### config.mk
export PLATFORM = sky130hd
export DESIGN_NAME = mem_write_buffer
export DESIGN_NICKNAME = d
export VERILOG_FILES = /design/src/rtl/mem_write_buffer.sv
export SDC_FILE = /design/constraint.sdc
export NUM_CORES = 1
export LEC_CHECK = 0
export BUFFER_PORTS_ARGS = -buffer_cell sky130_fd_sc_hd__buf_2
export CORE_ASPECT_RATIO = 0.8
export CORE_MARGIN = 5
export CORE_UTILIZATION = 50
export CTS_CLUSTER_DIAMETER = 150
export DETAILED_ROUTE_END_ITERATION = 16
export HOLD_SLACK_MARGIN = 0.08
export MAX_ROUTING_LAYER = met4
export PLACE_DENSITY = 0.8
export SLEW_MARGIN = 30
export SYNTH_ARGS = -nofsm -noshare
export SYNTH_HDL_FRONTEND = slang
export SYNTH_SLANG_ARGS = --single-unit
### constraint.sdc
create_clock -name clock -period 4.1 [get_ports clock]
set_input_delay 1.23 -clock clock [delete_from_list [all_inputs] [get_ports clock]]
set_output_delay 1.23 -clock clock [all_outputs]
set_load 0.02 [all_outputs]
### src/rtl/mem_write_buffer.sv
`default_nettype none
// ============================================================================
// mem_write_buffer : circular store buffer draining to SRAM; loads wait for
//                    the drain, or forward from it when WBUF_STORE_FWD_EN is set.
// Revision 1.0
// ============================================================================
module mem_write_buffer #(
  parameter int DEPTH = 4
) (
  input  logic        clock,
  input  logic        rst,
  input  logic        wr_req,
  input  logic [31:0] wr_addr,
  input  logic [31:0] wr_data,
  input  logic        rd_req,
  input  logic [31:0] rd_addr,
  output logic [31:0] rd_data,
  output logic        rd_valid,
  output logic        stall,
  output logic        sram_wr_en,
  output logic        sram_rd_en,
  output logic [31:0] sram_addr,
  output logic [31:0] sram_wdata,
  input  logic [63:0] sram_rdata,
  input  logic        sram_ready
);

  localparam int c_PTR_W = (DEPTH > 1) ? $clog2(DEPTH) : 1;
  localparam int c_CNT_W = $clog2(DEPTH + 1);
  localparam logic [c_CNT_W-1:0] c_FULL    = c_CNT_W'(DEPTH);
  localparam logic [c_PTR_W-1:0] c_PTR_ONE = c_PTR_W'(1);

  typedef enum logic [1:0] {
    ST_IDLE  = 2'd0,
    ST_WRITE = 2'd1,
    ST_READ  = 2'd2
  } state_t;

  state_t             r_state;
  logic [31:0]        r_addr_mem [DEPTH];
  logic [31:0]        r_data_mem [DEPTH];
  logic [c_PTR_W-1:0] r_head;
  logic [c_PTR_W-1:0] r_tail;
  logic [c_CNT_W-1:0] r_count;

  logic w_pop;
  logic w_push;
  logic w_rd_go;
  logic w_unused;

  assign w_unused = ^rd_addr[1:0];

  // A pop completing this cycle frees a slot, so a full buffer still accepts.
  assign w_pop  = (r_state == ST_WRITE) && sram_ready;
  assign w_push = wr_req && ((r_count != c_FULL) || w_pop);
  assign stall  = (rd_req && !rd_valid) || (wr_req && !w_push);

`ifdef WBUF_STORE_FWD_EN
  logic        w_fwd_hit;
  logic [31:0] w_fwd_data;

  // Scan oldest to youngest so the youngest matching entry wins.
  always_comb begin
    w_fwd_hit  = 1'b0;
    w_fwd_data = '0;
    for (int i = 0; i < DEPTH; i++) begin
      if ((c_CNT_W'(i) < r_count) &&
          (r_addr_mem[r_head + c_PTR_W'(i)][31:2] == rd_addr[31:2])) begin
        w_fwd_hit  = 1'b1;
        w_fwd_data = r_data_mem[r_head + c_PTR_W'(i)];
      end
    end
  end

  assign w_rd_go = rd_req && !rd_valid && !w_fwd_hit;
`else
  assign w_rd_go = rd_req && !rd_valid && (r_count == '0);
`endif

  always_ff @(posedge clock) begin
    if (w_push) begin
      r_addr_mem[r_tail] <= wr_addr;
      r_data_mem[r_tail] <= wr_data;
    end
  end

  always_ff @(posedge clock or posedge rst) begin
    if (rst) begin
      r_head  <= '0;
      r_tail  <= '0;
      r_count <= '0;
    end else begin
      if (w_push) r_tail <= r_tail + c_PTR_ONE;
      if (w_pop)  r_head <= r_head + c_PTR_ONE;
      r_count <= r_count + c_CNT_W'(w_push) - c_CNT_W'(w_pop);
    end
  end

  always_ff @(posedge clock or posedge rst) begin
    if (rst) begin
      r_state    <= ST_IDLE;
      rd_data    <= '0;
      rd_valid   <= 1'b0;
      sram_wr_en <= 1'b0;
      sram_rd_en <= 1'b0;
      sram_addr  <= '0;
      sram_wdata <= '0;
    end else begin
      rd_valid <= 1'b0;
      case (r_state)
        ST_IDLE: begin
          if (w_rd_go) begin
            r_state    <= ST_READ;
            sram_rd_en <= 1'b1;
            sram_addr  <= {rd_addr[31:3], 3'b000};
          end else if (r_count != '0) begin
            r_state    <= ST_WRITE;
            sram_wr_en <= 1'b1;
            sram_addr  <= r_addr_mem[r_head];
            sram_wdata <= r_data_mem[r_head];
          end
        end
        ST_WRITE: begin
          if (sram_ready) begin
            r_state    <= ST_IDLE;
            sram_wr_en <= 1'b0;
          end
        end
        ST_READ: begin
          if (sram_ready) begin
            r_state    <= ST_IDLE;
            sram_rd_en <= 1'b0;
            rd_valid   <= 1'b1;
            rd_data    <= rd_addr[2] ? sram_rdata[63:32] : sram_rdata[31:0];
          end
        end
        default: r_state <= ST_IDLE;
      endcase
`ifdef WBUF_STORE_FWD_EN
      // Forwarded loads never touch SRAM, so they complete in any state.
      if (rd_req && !rd_valid && w_fwd_hit) begin
        rd_valid <= 1'b1;
        rd_data  <= w_fwd_data;
      end
`endif
    end
  end

endmodule
`default_nettype wire
==> After elaboration in Yosys (flattened, before gate mapping) <==
Memory sizes are Yosys's and may differ from the RTL's. A register that Yosys moved wholly into a read port is not among the register bits.
Index checks and enable logic that the tools add are counted.
W data, S select, Z words.
{ "word_totals": {"register_bits": 76, "ram_bits": 256, "inputBits": 165, "word_cells": 65, "memories": 2} }
{ "classes": {"n_addsub": 4, "n_eq_ne": 10, "muxes": 17, "bitwise_logic": 1, "n_reduce_logical": 22} }
{ "memory_table": {"columns": ["memory", "words", "word_bits", "rd", "rd_ports_with_merged_regs", "write_ports", "line", "rtl"], "rows": [
  ["r_addr_mem", 4, 32, 1, 0, 1, "40", "logic [31:0] r_addr_mem [DEPTH];"],
  ["r_data_mem", 4, 32, 1, 1, 1, "41", "logic [31:0] r_data_mem [DEPTH];"]
]} }
{ "ops": {"columns": ["operator", "count"], "rows": [
  ["$mux W32", 3],
  ["$ne A2 B2 Y1 const B", 5],
  ["$mux W1", 8],
  ["$mux W2", 3],
  ["$ne A3 B3 Y1 const B", 2],
  ["$reduce_and A2 Y1", 3],
  ["$reduce_and A3 Y1", 2],
  ["$reduce_bool A2 Y1", 3],
  ["$logic_and A1 B1 Y1", 5],
  ["$add A2 B1 Y2 const B", 2],
  ["$pmux W1 S2", 2],
  ["$pmux W2 S2", 1],
  ["$reduce_and A4 Y1", 1],
  ["$add A3 B1 Y3", 1],
  ["$logic_not A3 Y1", 1],
  ["$reduce_bool A3 Y1", 1],
  ["$sub A3 B1 Y3", 1],
  ["$eq A2 B1 Y1 const B", 1],
  ["$eq A2 B2 Y1 const B", 1],
  ["$logic_not A1 Y1", 2],
  ["$logic_not A2 Y1", 1],
  ["$logic_or A1 B1 Y1", 2],
  ["$ne A2 B1 Y1 const B", 1],
  ["$reduce_or A2 Y1", 1],
  ["$not A1 Y1", 1]
]} }

==> Logic depth before layout (Yosys ltp) <==
{ "logic_depth": {"ltp_word": 7, "mapped_depth": 12, "ltp_nobuf": 12} }

==> Worst setup path after synthesis <==
OpenSTA, ideal clock, no wires.
{ "synth_path": {"kind": "input to register", "from": "input sram_ready", "to": "memory r_addr_mem[0][0] (enable)", "setup_time_ps": 429, "t_arrival_ps": 3300, "slack_ps": 371, "path_stages": 3, "path_cell_list": "nand2_1 > a31oi_1 > and2_1"} }
{ "synth_via": {"elab_chain_len": 5} }
{ "synth_lines": {"columns": ["item", "line", "rtl"], "rows": [
  ["start: declaration", "25", "input logic sram_ready"],
  ["$logic_and A1 B1 Y1", "54", "assign w_pop = (r_state == ST_WRITE) && sram_ready;"],
  ["$logic_or A1 B1 Y1", "55", "assign w_push = wr_req && ((r_count != c_FULL) || w_pop);"],
  ["$logic_and A1 B1 Y1", "55", null],
  ["$mux W1", "81", "if (w_push) begin"],
  ["$mux W1 (implied by the code)", "82", "r_addr_mem[r_tail] <= wr_addr;"],
  ["end: declaration", "40", null]
]} }
Every way passes these cells.

==> Worst setup path after layout <==
{ "layout_path": {"from": "input sram_ready", "to": "output stall"} }
{ "layout_via": {"elab_chain_len": 6} }
{ "layout_lines": {"columns": ["item", "line", "rtl"], "rows": [
  ["$logic_and A1 B1 Y1", "54", null],
  ["$logic_or A1 B1 Y1", "55", null],
  ["$logic_and A1 B1 Y1", "55", null],
  ["$logic_not A1 Y1", "56", "assign stall = (rd_req && !rd_valid) || (wr_req && !w_push);"],
  ["$logic_and A1 B1 Y1", "56", null],
  ["$logic_or A1 B1 Y1", "56", null],
  ["end: declaration", "19", "output logic stall,"]
]} }
Every way passes these cells.

==> metrics.txt <==
# TYPE chip_impl_metric gauge
chip_impl_info{name="outcome",value="finished clean"} 1
chip_impl_metric{name="power",unit="mW"} 13.7
chip_impl_info{name="setup_cp_type",value="in -> out"} 1
chip_impl_metric{name="die_area",unit="um2"} 31900
chip_impl_metric{name="peakVddDrop",unit="mV"} 0.405
chip_impl_metric{name="clock.fmax",unit="GHz"} 0.299
chip_impl_info{name="critPathLaunchType",value="primary input"} 1
chip_impl_metric{name="synth-seq-area-share",unit="%"} 73.1
chip_impl_metric{name="worst_slack",unit="ns"} 0.760
chip_impl_metric{name="dpl.hpwl",unit="um"} 20100
chip_impl_metric{name="area_delta_synth_final",unit="%"} 21.4
chip_impl_info{name="crit_top_cell",value="sky130_fd_sc_hd__buf_2"} 1
chip_impl_info{name="hp-class",value="reg -> reg"} 1
chip_impl_metric{name="cts_buffer_depth",unit=""} 3
chip_impl_metric{name="place.gp.congestion",unit=""} 0.752
chip_impl_metric{name="drt_first_iter_violations",unit=""} 444
chip_impl_metric{name="dp_slack",unit="ns"} 0.751
chip_impl_info{name="crit_slowest_cell",value="sky130_fd_sc_hd__o21ai_0"} 1
chip_impl_metric{name="ys.warnings.count",unit=""} 0
chip_impl_metric{name="vias_per_cell",unit=""} 5.50
chip_impl_metric{name="detail_route.drc_violations",unit=""} 0
chip_impl_metric{name="total_leakage_power",unit="nW"} 6.66
chip_impl_metric{name="power-per-cell-area",unit="nW/um2"} 791
chip_impl_metric{name="final_period_demand_of_the_worst_path",unit="ns"} 3.34
chip_impl_metric{name="tightest_slew",unit="ns"} 0.897
chip_impl_metric{name="postSynthNetCount",unit=""} 926
chip_impl_metric{name="critical_path_required",unit="ns"} 2.87
chip_impl_metric{name="worst_clock_skew",unit="ns"} 0.0243
chip_impl_metric{name="cts-buffers-inserted",unit=""} 36
chip_impl_info{name="cts_tree",value="done"} 1
chip_impl_metric{name="timing.critical_path.buf_inv",unit=""} 3
chip_impl_metric{name="cp_slowest_stage_delay",unit="ns"} 0.19
chip_impl_metric{name="ctsResizeCount",unit=""} 0
chip_impl_metric{name="instances_no_fill",unit=""} 1428
chip_impl_metric{name="post_route_cells_drive_above_1_share",unit="%"} 44.5
chip_impl_metric{name="port-buffer-count",unit=""} 262
chip_impl_metric{name="antenna_found_initial",unit=""} 5
chip_impl_metric{name="detail_route.first_pass.iterations",unit=""} 5
chip_impl_metric{name="relative_slew_slack",unit="%"} 40.2
chip_impl_metric{name="routedWlPerCell",unit="um"} 21.5
chip_impl_info{name="cts_root_buf",value="sky130_fd_sc_hd__clkbuf_16"} 1
chip_impl_metric{name="worst-path-max-fanout",unit=""} 5
chip_impl_info{name="worstSetupEndpointType",value="output pin"} 1
chip_impl_metric{name="final-hold-violation-count",unit=""} 0
chip_impl_metric{name="maximum_number_of_pins_on_one_net_before_global_route_repair",unit=""} 69
chip_impl_metric{name="postCtsSetupRepairBufs",unit=""} 0
chip_impl_metric{name="drv_cap",unit=""} 0
chip_impl_metric{name="dieWidth",unit="um"} 198
chip_impl_info{name="unrepaired_setup_endpoints_after_global_routing",value="no"} 1
chip_impl_metric{name="post_cts_hold_buffer_count",unit=""} 0
chip_impl_metric{name="synthesis.area_per_instance",unit="um2"} 18.9
chip_impl_metric{name="die_height",unit="um"} 161
chip_impl_metric{name="synth_seq_cells",unit=""} 364
chip_impl_metric{name="floorplan.rows",unit=""} 55
chip_impl_metric{name="coreArea",unit="um2"} 28100
chip_impl_info{name="critPathTopFamily",value="buffers and inverters"} 1
chip_impl_metric{name="grt_pass1_wl",unit="um"} 47100
chip_impl_metric{name="vias",unit=""} 7850
chip_impl_metric{name="synthesis.instances",unit=""} 751
chip_impl_metric{name="cp.arrival",unit="ns"} 2.11
chip_impl_metric{name="drt.antenna.violating_nets",unit=""} 0
chip_impl_metric{name="clkSinkCount",unit=""} 364
chip_impl_metric{name="totalNegativeSetupSlack",unit="ns"} 0
chip_impl_metric{name="initial_core_util",unit="%"} 50.5
chip_impl_metric{name="clkSlewWorstSetupHoldPaths",unit="ns"} 0.06
chip_impl_metric{name="globalRoute.totalOverflow",unit=""} 0
chip_impl_metric{name="clock_latency",unit="ns"} 0.52
chip_impl_metric{name="count_of_final_max_slew_check_failures",unit=""} 0
chip_impl_metric{name="setup_viol",unit=""} 0
chip_impl_metric{name="drt-total-wl",unit="um"} 30700
chip_impl_metric{name="min_period_over_period",unit="%"} 81.5
chip_impl_metric{name="boundaryPins",unit=""} 265
chip_impl_metric{name="clock_tree.htree_level_count",unit=""} 2
chip_impl_metric{name="layout.filler_cells",unit=""} 1998
chip_impl_metric{name="nets",unit=""} 1202
chip_impl_metric{name="grt_total_usage",unit="%"} 19.6
chip_impl_metric{name="synthesis.area",unit="um2"} 14200
chip_impl_metric{name="grt_pass1_vias",unit=""} 8153
chip_impl_metric{name="post-place-cells",unit=""} 1359
chip_impl_info{name="path_cells",value="buf_2 > nand2_1 > nand3_1 > o21ai_0 > buf_4 > buf_2"} 1
chip_impl_metric{name="ys_types",unit=""} 38
[kinds of logic (layout without fill, tap and decap cells)]
kind of cell / count (synthesis) / count (layout) / share of synthesized area (%)
flip-flops: 364 / 364 / 73.1
multiplexers: 129 / 129 / 15.0
other: 0 / 4 / 0
adder cells (fa/ha/maj): 10 / 10 / 0.934
buffers and inverters: 57 / 360 / 1.94
AO/OA/AOI/OAI: 76 / 76 / 3.93
XOR/XNOR: 5 / 5 / 0.308
AND/OR/NAND/NOR: 110 / 110 / 4.73
[layer usage]
layer	wire [um]	GRT usage [%]
met3	2610	4.99
met1	12600	25.7
met4	408	3.85
met5	0	-
met2	15000	31.8
[final timing paths]
check | slack (ns) | cells after the start | to | from
worst min-delay path | 0.50 | 1 | sram_wdata[21] | sram_wdata[21]
worst max-delay path | 0.76 | 6 | stall | sram_ready
min in group asynchronous | 0.83 | 2 | rd_data[23] | rst
worst min register to register | 0.50 | 1 | sram_wdata[21] | sram_wdata[21]
max in group asynchronous | 2.57 | 3 | sram_addr[29] | rst
worst max register to register | 1.52 | 13 | r_count[2] | r_state[1]
[cells in the final DEF, fill, tap and decap left out, drive strengths merged, types with 2 or more instances in the layout]
cell type,n
buf,282
a22o,4
or2,28
clkbuf,49
mux2i,32
clkinv,10
nor2b,3
nor2,35
inv,13
o211a,28
dfrtp,108
diode,4
nand4b,29
a21oi,35
and2,6
o21ai,3
mux2,33
edfxtp,256
ha,9
xnor2,5
bufinv,5
nand3,2
nand2,2
mux4,64
[area by class of cell]
class / instances / area, um2 / area share [%]
inverter: 13 / 53.8 / 0.312
timing repair buffer: 282 / 1550 / 8.98
clock buffer: 49 / 992 / 5.75
clock inverter: 16 / 216 / 1.25
antenna: 4 / 10.0 / 0.0580
multi-input combinational: 330 / 3570 / 20.7
tap: 370 / 463 / 2.68
sequential: 364 / 10400 / 60.3
[stage by stage]
stage	util, %	hold WS [ns]	cell area (um2)
2_1_floorplan	-	0.523	14200
3_3_place_gp	56.9	0.482	16000
3_5_place_dp	57.0	0.491	16000
4_1_cts	61.2	0.505	17200
5_1_grt	61.3	0.512	17300
6_report	61.3	0.502	17300
[worst reg2reg max path, cell delays in order, from the launching register on]
cell	delay (ns)
sky130_fd_sc_hd__dfrtp_1	0.38
sky130_fd_sc_hd__inv_1	0.10
sky130_fd_sc_hd__ha_1	0.21
sky130_fd_sc_hd__nand2_1	0.15
sky130_fd_sc_hd__a31oi_1	0.19
sky130_fd_sc_hd__buf_4	0.18
sky130_fd_sc_hd__inv_1	0.05
sky130_fd_sc_hd__ha_1	0.28
sky130_fd_sc_hd__inv_1	0.06
sky130_fd_sc_hd__ha_1	0.13
sky130_fd_sc_hd__inv_1	0.05
sky130_fd_sc_hd__fa_1	0.39
sky130_fd_sc_hd__xnor2_1	0.14
sky130_fd_sc_hd__xnor2_1	0.14
[registers in the layout, summed over array words and instances (netlist names)]
register    cells
r_head          2
r_count         3
r_data_mem    128
rd_data        32
sram_addr      32
sram_rd_en      1
sram_wr_en      1
sram_wdata     32
r_state         2
rd_valid        1
r_tail          2
r_addr_mem    128
[report_power, final]
part	switching [mW]	total (mW)	internal (mW)
Clock	1.31	3.33	2.02
Combinational	2.56	4.66	2.10
Sequential	0.572	5.67	5.09
[Yosys cell counts (all sizes together)]
cell type,number,share of area [%]
edfxtp,256,54
fa,1,0.14
o31ai,1,0.088
and2,6,0.26
nand4b,29,1.8
nand2b,1,0.044
o221ai,1,0.062
a21oi,35,1.2
nand3,2,0.070
nor4b,1,0.062
o22ai,1,0.044
mux4,64,10
dfrtp,108,19
nor4,1,0.044
or3,1,0.044
nor3,1,0.070
xnor2,5,0.31
o21ai,3,0.11
a22o,4,0.25
clkbuf,19,0.50
a21boi,1,0.079
buf,25,1.1
ha,9,0.79
inv,13,0.34
o211a,28,2.0
or2,28,1.2
mux2i,32,2.3
a31oi,1,0.044
nand2,2,0.053
a211oi,1,0.053
nor2,35,0.92
nor2b,3,0.13
mux2,33,2.6
Note: power is estimated with default switching activity, not from simulation.
